$ cat src/rtl/hazard_ctrl.sv
// Hazard and sequencing controller for the pipelined RV32 core: operand forwarding,
// load-use and branch stall/flush, mul/div execute-stage hold, and stall-cycle counting.
module hazard_ctrl #(
    parameter int MDIV_CYCLES = 4,
    parameter int CNT_W       = 32
) (
    input  logic             clk,
    input  logic             rst_n,
    input  logic [4:0]       Rs1D,
    input  logic [4:0]       Rs2D,
    input  logic [4:0]       Rs1E,
    input  logic [4:0]       Rs2E,
    input  logic [4:0]       RdE,
    input  logic [4:0]       RdM,
    input  logic [4:0]       RdW,
    input  logic             RegWriteM,
    input  logic             RegWriteW,
    input  logic             LoadE,
    input  logic             PCSrcE,
    input  logic             MulDivE,
    output logic [1:0]       ForwardAE,
    output logic [1:0]       ForwardBE,
    output logic             StallF,
    output logic             StallD,
    output logic             StallE,
    output logic             FlushD,
    output logic             FlushE,
    output logic             mdiv_start,
    output logic             mdiv_done,
    output logic [CNT_W-1:0] stall_cycles
);

    localparam int CW = $clog2(MDIV_CYCLES);
    localparam logic [CW-1:0] CNT_LOAD = CW'(MDIV_CYCLES - 2);

    typedef enum logic {IDLE, BUSY} state_t;

    state_t        state;
    logic [CW-1:0] cnt;
    logic          lw_stall;
    logic          md_stall;

    // Memory stage holds the younger result, so it wins over write-back.
    function automatic logic [1:0] fwd_sel(input logic [4:0] rs);
        if (RegWriteM && (RdM != 5'd0) && (RdM == rs))
            return 2'b10;
        else if (RegWriteW && (RdW != 5'd0) && (RdW == rs))
            return 2'b01;
        else
            return 2'b00;
    endfunction

    function automatic logic [CNT_W-1:0] sat_inc(input logic [CNT_W-1:0] v);
        return (v == '1) ? v : v + CNT_W'(1);
    endfunction

    assign ForwardAE = fwd_sel(Rs1E);
    assign ForwardBE = fwd_sel(Rs2E);

    assign lw_stall = LoadE && (RdE != 5'd0) && ((RdE == Rs1D) || (RdE == Rs2D));

    // Start is gated by reset so an asserted reset silences the unit immediately.
    assign mdiv_start = rst_n && (state == IDLE) && MulDivE;
    assign mdiv_done  = rst_n && (state == BUSY) && (cnt == '0);
    assign md_stall   = mdiv_start || (rst_n && (state == BUSY) && (cnt != '0));

    // A taken branch squashes the load-use consumer, so stalling it would be pointless.
    assign StallF = md_stall || (lw_stall && !PCSrcE);
    assign StallD = md_stall || (lw_stall && !PCSrcE);
    assign StallE = md_stall;
    assign FlushD = PCSrcE;
    assign FlushE = !md_stall && (lw_stall || PCSrcE);

    always_ff @(posedge clk or negedge rst_n) begin
        if (!rst_n) begin
            state <= IDLE;
            cnt   <= '0;
        end else begin
            case (state)
                IDLE: begin
                    if (MulDivE) begin
                        state <= BUSY;
                        cnt   <= CNT_LOAD;
                    end
                end
                BUSY: begin
                    if (cnt == '0)
                        state <= IDLE;
                    else
                        cnt <= cnt - CW'(1);
                end
                default: state <= IDLE;
            endcase
        end
    end

    always_ff @(posedge clk or negedge rst_n) begin
        if (!rst_n)
            stall_cycles <= '0;
        else if (StallF)
            stall_cycles <= sat_inc(stall_cycles);
    end

endmodule

$ cat config.mk
export PLATFORM = sky130hd
export DESIGN_NAME = hazard_ctrl
export DESIGN_NICKNAME = d
export VERILOG_FILES = /design/src/rtl/hazard_ctrl.sv
export SDC_FILE = /design/constraint.sdc
export NUM_CORES = 1
export LEC_CHECK = 0
export CORE_UTILIZATION = 46
export CTS_BUF_LIST = sky130_fd_sc_hd__clkbuf_4
export CTS_CLUSTER_DIAMETER = 80
export DETAILED_ROUTE_END_ITERATION = 8
export GPL_TIMING_DRIVEN = 1
export HOLD_SLACK_MARGIN = 0.06
export PLACE_DENSITY = 0.8
export SETUP_SLACK_MARGIN = 0.4
export SYNTH_ARGS = -nofsm -noshare
export SYNTH_HDL_FRONTEND = slang
export SYNTH_SLANG_ARGS = --single-unit
$ cat constraint.sdc
create_clock -name clk -period 2.2 [get_ports clk]
set_input_delay 0.44 -clock clk [delete_from_list [all_inputs] [get_ports clk]]
set_output_delay 0.44 -clock clk [all_outputs]
set_load 0.01 [all_outputs]
Word-level counts from Yosys, hierarchy flattened:

Cells that the tools add are included.

* bits in registers: 35
* output and inout port bits: 43
* word-level logic and storage cells: 54

* bitwise gates (word level): 2
* mux-type cells: 10
* add/sub/neg operators: 2
* reduce and logical (&&, ||, !) cells: 28
* equality and inequality tests: 9

Operators with widths (count)
* adder 32 x 1 -> 32 bit (second input constant): 1
* == test 32 bit (second input constant): 1
* == test 5 bit: 6
* logical AND 1 bit: 15
* nonzero test 5 bit: 3
* 2-to-1 mux 2 bit: 4
* logical OR 1 bit: 4
* 2-to-1 mux 1 bit: 4
* inequality test 2 bit (second input constant): 2
* one-hot mux 2 bit (2 select lines): 1
* AND reduction 2 bit: 2
* logical NOT 1 bit: 2
* logical NOT 2 bit: 1
* inverter 1 bit: 2
* one-hot mux 1 bit (2 select lines): 1
* nonzero test 2 bit: 1
* subtractor 2 x 1 -> 2 bit (second input constant): 1

Longest topological paths before layout:

* depth after elaboration: 6
* depth in mapped cells: 9
* gate-level depth less buffers: 8

Worst setup path before layout:

Ideal clock, no wire load.

* kind: input-to-output
* start point: in RdM[1]
* end point: out ForwardAE[0]
* data arrival time: 1.733 ns
* setup slack: 0.027 ns
* stages on the path: 4
* buffers on the path: 0
* path through: or4_1 o21ai_0 nor4_1 nor4_1

* longest elaborated chain between the ends: 4
* elaborated cells on any way between the ends: 5

RTL lines
* from (decl): RTL line 14 `input logic [4:0] RdM,`
* nonzero test 5 bit: RTL line 45 `if (RegWriteM && (RdM != 5'd0) && (RdM == rs))`
* logical AND 1 bit: RTL line 45
* logical AND 1 bit *: RTL line 45
* 2-to-1 mux 2 bit *: RTL line 45
* to (decl): RTL line 21 `output logic [1:0] ForwardAE,`

Mark *: on every way between the ends. The rest lies on a longest branch, timed or not.

Worst setup path after layout:

* start point: in RdE[0]
* end point: out FlushE

* longest elaborated chain between the ends: 5
* elaborated cells on any way between the ends: 8

RTL lines
* from (decl): RTL line 13 `input logic [4:0] RdE,`
* == test 5 bit / nonzero test 5 bit (equally long branches): RTL line 60 `assign lw_stall = LoadE && (RdE != 5'd0) && ((RdE == Rs1D) || (RdE == Rs2D));`
* logical OR 1 bit / logical AND 1 bit (equally long branches): RTL line 60
* logical AND 1 bit *: RTL line 60
* logical OR 1 bit *: RTL line 72 `assign FlushE = !md_stall && (lw_stall || PCSrcE);`
* logical AND 1 bit *: RTL line 72
* to (decl): RTL line 27 `output logic FlushE,`

Marks and branches as above.

==> metrics.txt <==
synthesized instance count 228; Net Count, Synth 272; placed inst area 0.00340 sq mm; vias in the first global route 2,643; Antenna Nets Post-Route 0; DRT iter0 DRCs 292; Critical Path Start Type input port; post-route cell area 0.00461 sq mm; sequential-to-total area share from yosys stat 0.387; Slew HR 0.692; worst min path class in2async; setup_tns -1.77 ns; CTS tree built; CP cell instances dlygate4sd2_1 > xnor2_1 > nand3_1 > o22ai_1 > buf_4 > a21oi_4 > nor2_2 > buf_2; Max-Cap Viols 0; Post-synth ARST share 1.00; top layer in use met4; Ports 85; Reg clk slew, reported paths 0.13 ns; Overall Global Routing Usage 0.369; DP Wirelength 4510 um; Mean Syn Cell Area 9.92 sq um; CTS Buf Count 5; area delta synth->final 104%; Worst Max-Slew Pin Slew 0.458 ns; final slew viol count 0; post-synthesis cell type count 38; R2R cell count 6; share of layout cells above drive strength 1 0.533; Worst-Skew Late Latency 0.35 ns; vias 3,051; GRT overflow 0; number of synthesized flops with an enable pin 0; die area 0.00520 sq mm; failing checks negative setup slack; most frequent cells in the layout buf_4 (58), xor2_1 (37), buf_6 (25); die height 72.1 um; Post-Syn Area 0.00226 sq mm; Tmin final 2.34 ns; largest net degree at the start of global routing 23; Synth Flop Type dfrtp_1; Port Buffers 84; R2R Path End stall_cycles[27]; Sink Count 35; CTS Root Cell clkbuf_4; fill count 64; DRC viols 0; CP Class in2out; n_diodes 0; Crit Reg-Reg Startpoint stall_cycles[11]; DR WL/cell 28.5 um; non-filler cells, final 465; metal3 WL 1340 um; status finished, violations left; CP peak stage delay 0.28 ns; pwr dens 705 mW/mm^2; initial core utilization 0.479; DRT Pass-1 Iters 7; Setup WS post-layout -0.137 ns; die width 72.1 um; metal2 WL 6350 um; final core occ 0.975; Hold Violations, Final 0; worst vdd ir 0.582 mV; Via density 6.56; H-Tree Depth 2; Placed Cells 402; critical path peak fanout 3; RSZ-0062 raised after global routing yes; register bit total from synthesis 35; initial antenna violation count 0; WL final 13,300 um; met1 wire length 4250 um; Crit. End Element primary output; critical path's slowest cell dlygate4sd2_1; Yosys warnings 0; pre-CTS WS -0.789 ns; first-pass GRT wire length 14,500 um; Worst Path Required 1.76 ns; R2R Setup Slk -0.02 ns; core area 0.00472 sq mm; Tcrit/Tclk final 1.06; commonest non-fill, non-tap cell in the layout buf_4; Lkg Pwr 2.22 nW; Setup Viol. Count Final 29; Worst EP arrival 1.90 ns; Max Freq 0.428 GHz; skew final 0.0105 ns; nets 441; Placer Congestion 0.819; site row count 25; CTS max path bufs 2
worst max-delay path by stage:
stage / startpoint / end / slack, ns
floorplan: RdE[1] / StallF / 0.11
global route: Rs1D[4] / FlushE / -0.34
detailed placement: RdM[1] / ForwardAE[0] / -0.79
global placement: RdM[1] / ForwardAE[0] / -0.72
CTS: RdM[2] / ForwardBE[0] / -0.09
finish: RdE[0] / FlushE / -0.14
power breakdown:
group          switching, W  internal (W)  leakage, nW
logic              0.000927      0.000991         1.77
registers          0.000163      0.000766        0.419
clock network      0.000268      0.000132       0.0307
total               0.00136       0.00189         2.22
metal layers:
| metal | vias to the layer above | GRT usage |
|---|---|---|
| met1 | 1435 | 0.424 |
| met3 | 148 | 0.0611 |
| met4 | 0 | 0.161 |
| met5 | - | 0 |
| li1 | 1141 | - |
| met2 | 327 | 0.673 |
cell type report:
cell class | instances | area [sq um] | area share
flip-flops and latches | 35 | 890 | 0.193
clock inverters | 2 | 7.51 | 0.00163
multi-input cells | 178 | 1950 | 0.423
well taps | 67 | 83.8 | 0.0182
inverters | 8 | 32.5 | 0.00706
clock buffers | 6 | 45.0 | 0.00978
repair buffers | 169 | 1600 | 0.347
Yosys cell counts, drive strengths merged, types with 2 or more instances:
cell,number,area share
nand4,10,0.033
a21oi,3,0.012
buf,7,0.024
and3,3,0.0083
o31ai,2,0.0088
nor3,19,0.051
inv,8,0.013
nor4b,3,0.020
nor3b,5,0.017
ha,2,0.011
nand2,20,0.033
nor2,9,0.015
or4,5,0.017
nand3,12,0.027
xor2,39,0.15
xnor2,22,0.085
nor4,12,0.045
o21ai,3,0.0083
mux2,2,0.010
dfrtp,35,0.39
what timing repair did:
item | CTS | global route
pin swaps | 73 | 56
hold buffers | 0 | 0
gates cloned | 2 | 0
buffers inserted | 27 | 26
endpoints found under the setup margin | 52 | 61
gates resized for setup | 246 | 67
worst max-delay path: cells and delay by family:
| kind | cells | cell delay (ns) |
|---|---|---|
| buffers and inverters | 3 | 0.63 |
| XOR/XNOR | 1 | 0.23 |
| AND/OR/NAND/NOR | 2 | 0.31 |
| AO/OA/AOI/OAI | 2 | 0.28 |
logic make-up (layout without fill, tap and decap cells):
group	count (synthesis)	count (layout)	synth area share
AND/OR/NAND/NOR	103	103	0.283
AO/OA/AOI/OAI	10	10	0.0354
multiplexers	2	2	0.00996
flip-flops	35	35	0.387
buffers and inverters	15	185	0.0371
adder cells (fa/ha/maj)	2	2	0.0111
XOR/XNOR	61	61	0.236
state kept, by name, summed over array words and instances, names as in the netlist:
name / cells
cnt: 2
state: 1
stall_cycles: 32
per-stage QoR:
stage               power, W  hold slack [ns]
floorplan            0.00135            0.144
global placement     0.00180            0.479
detailed placement   0.00183            0.484
CTS                  0.00269            0.499
global route         0.00332            0.203
finish               0.00325            0.204
Note: power is estimated with default switching activity, not from simulation.
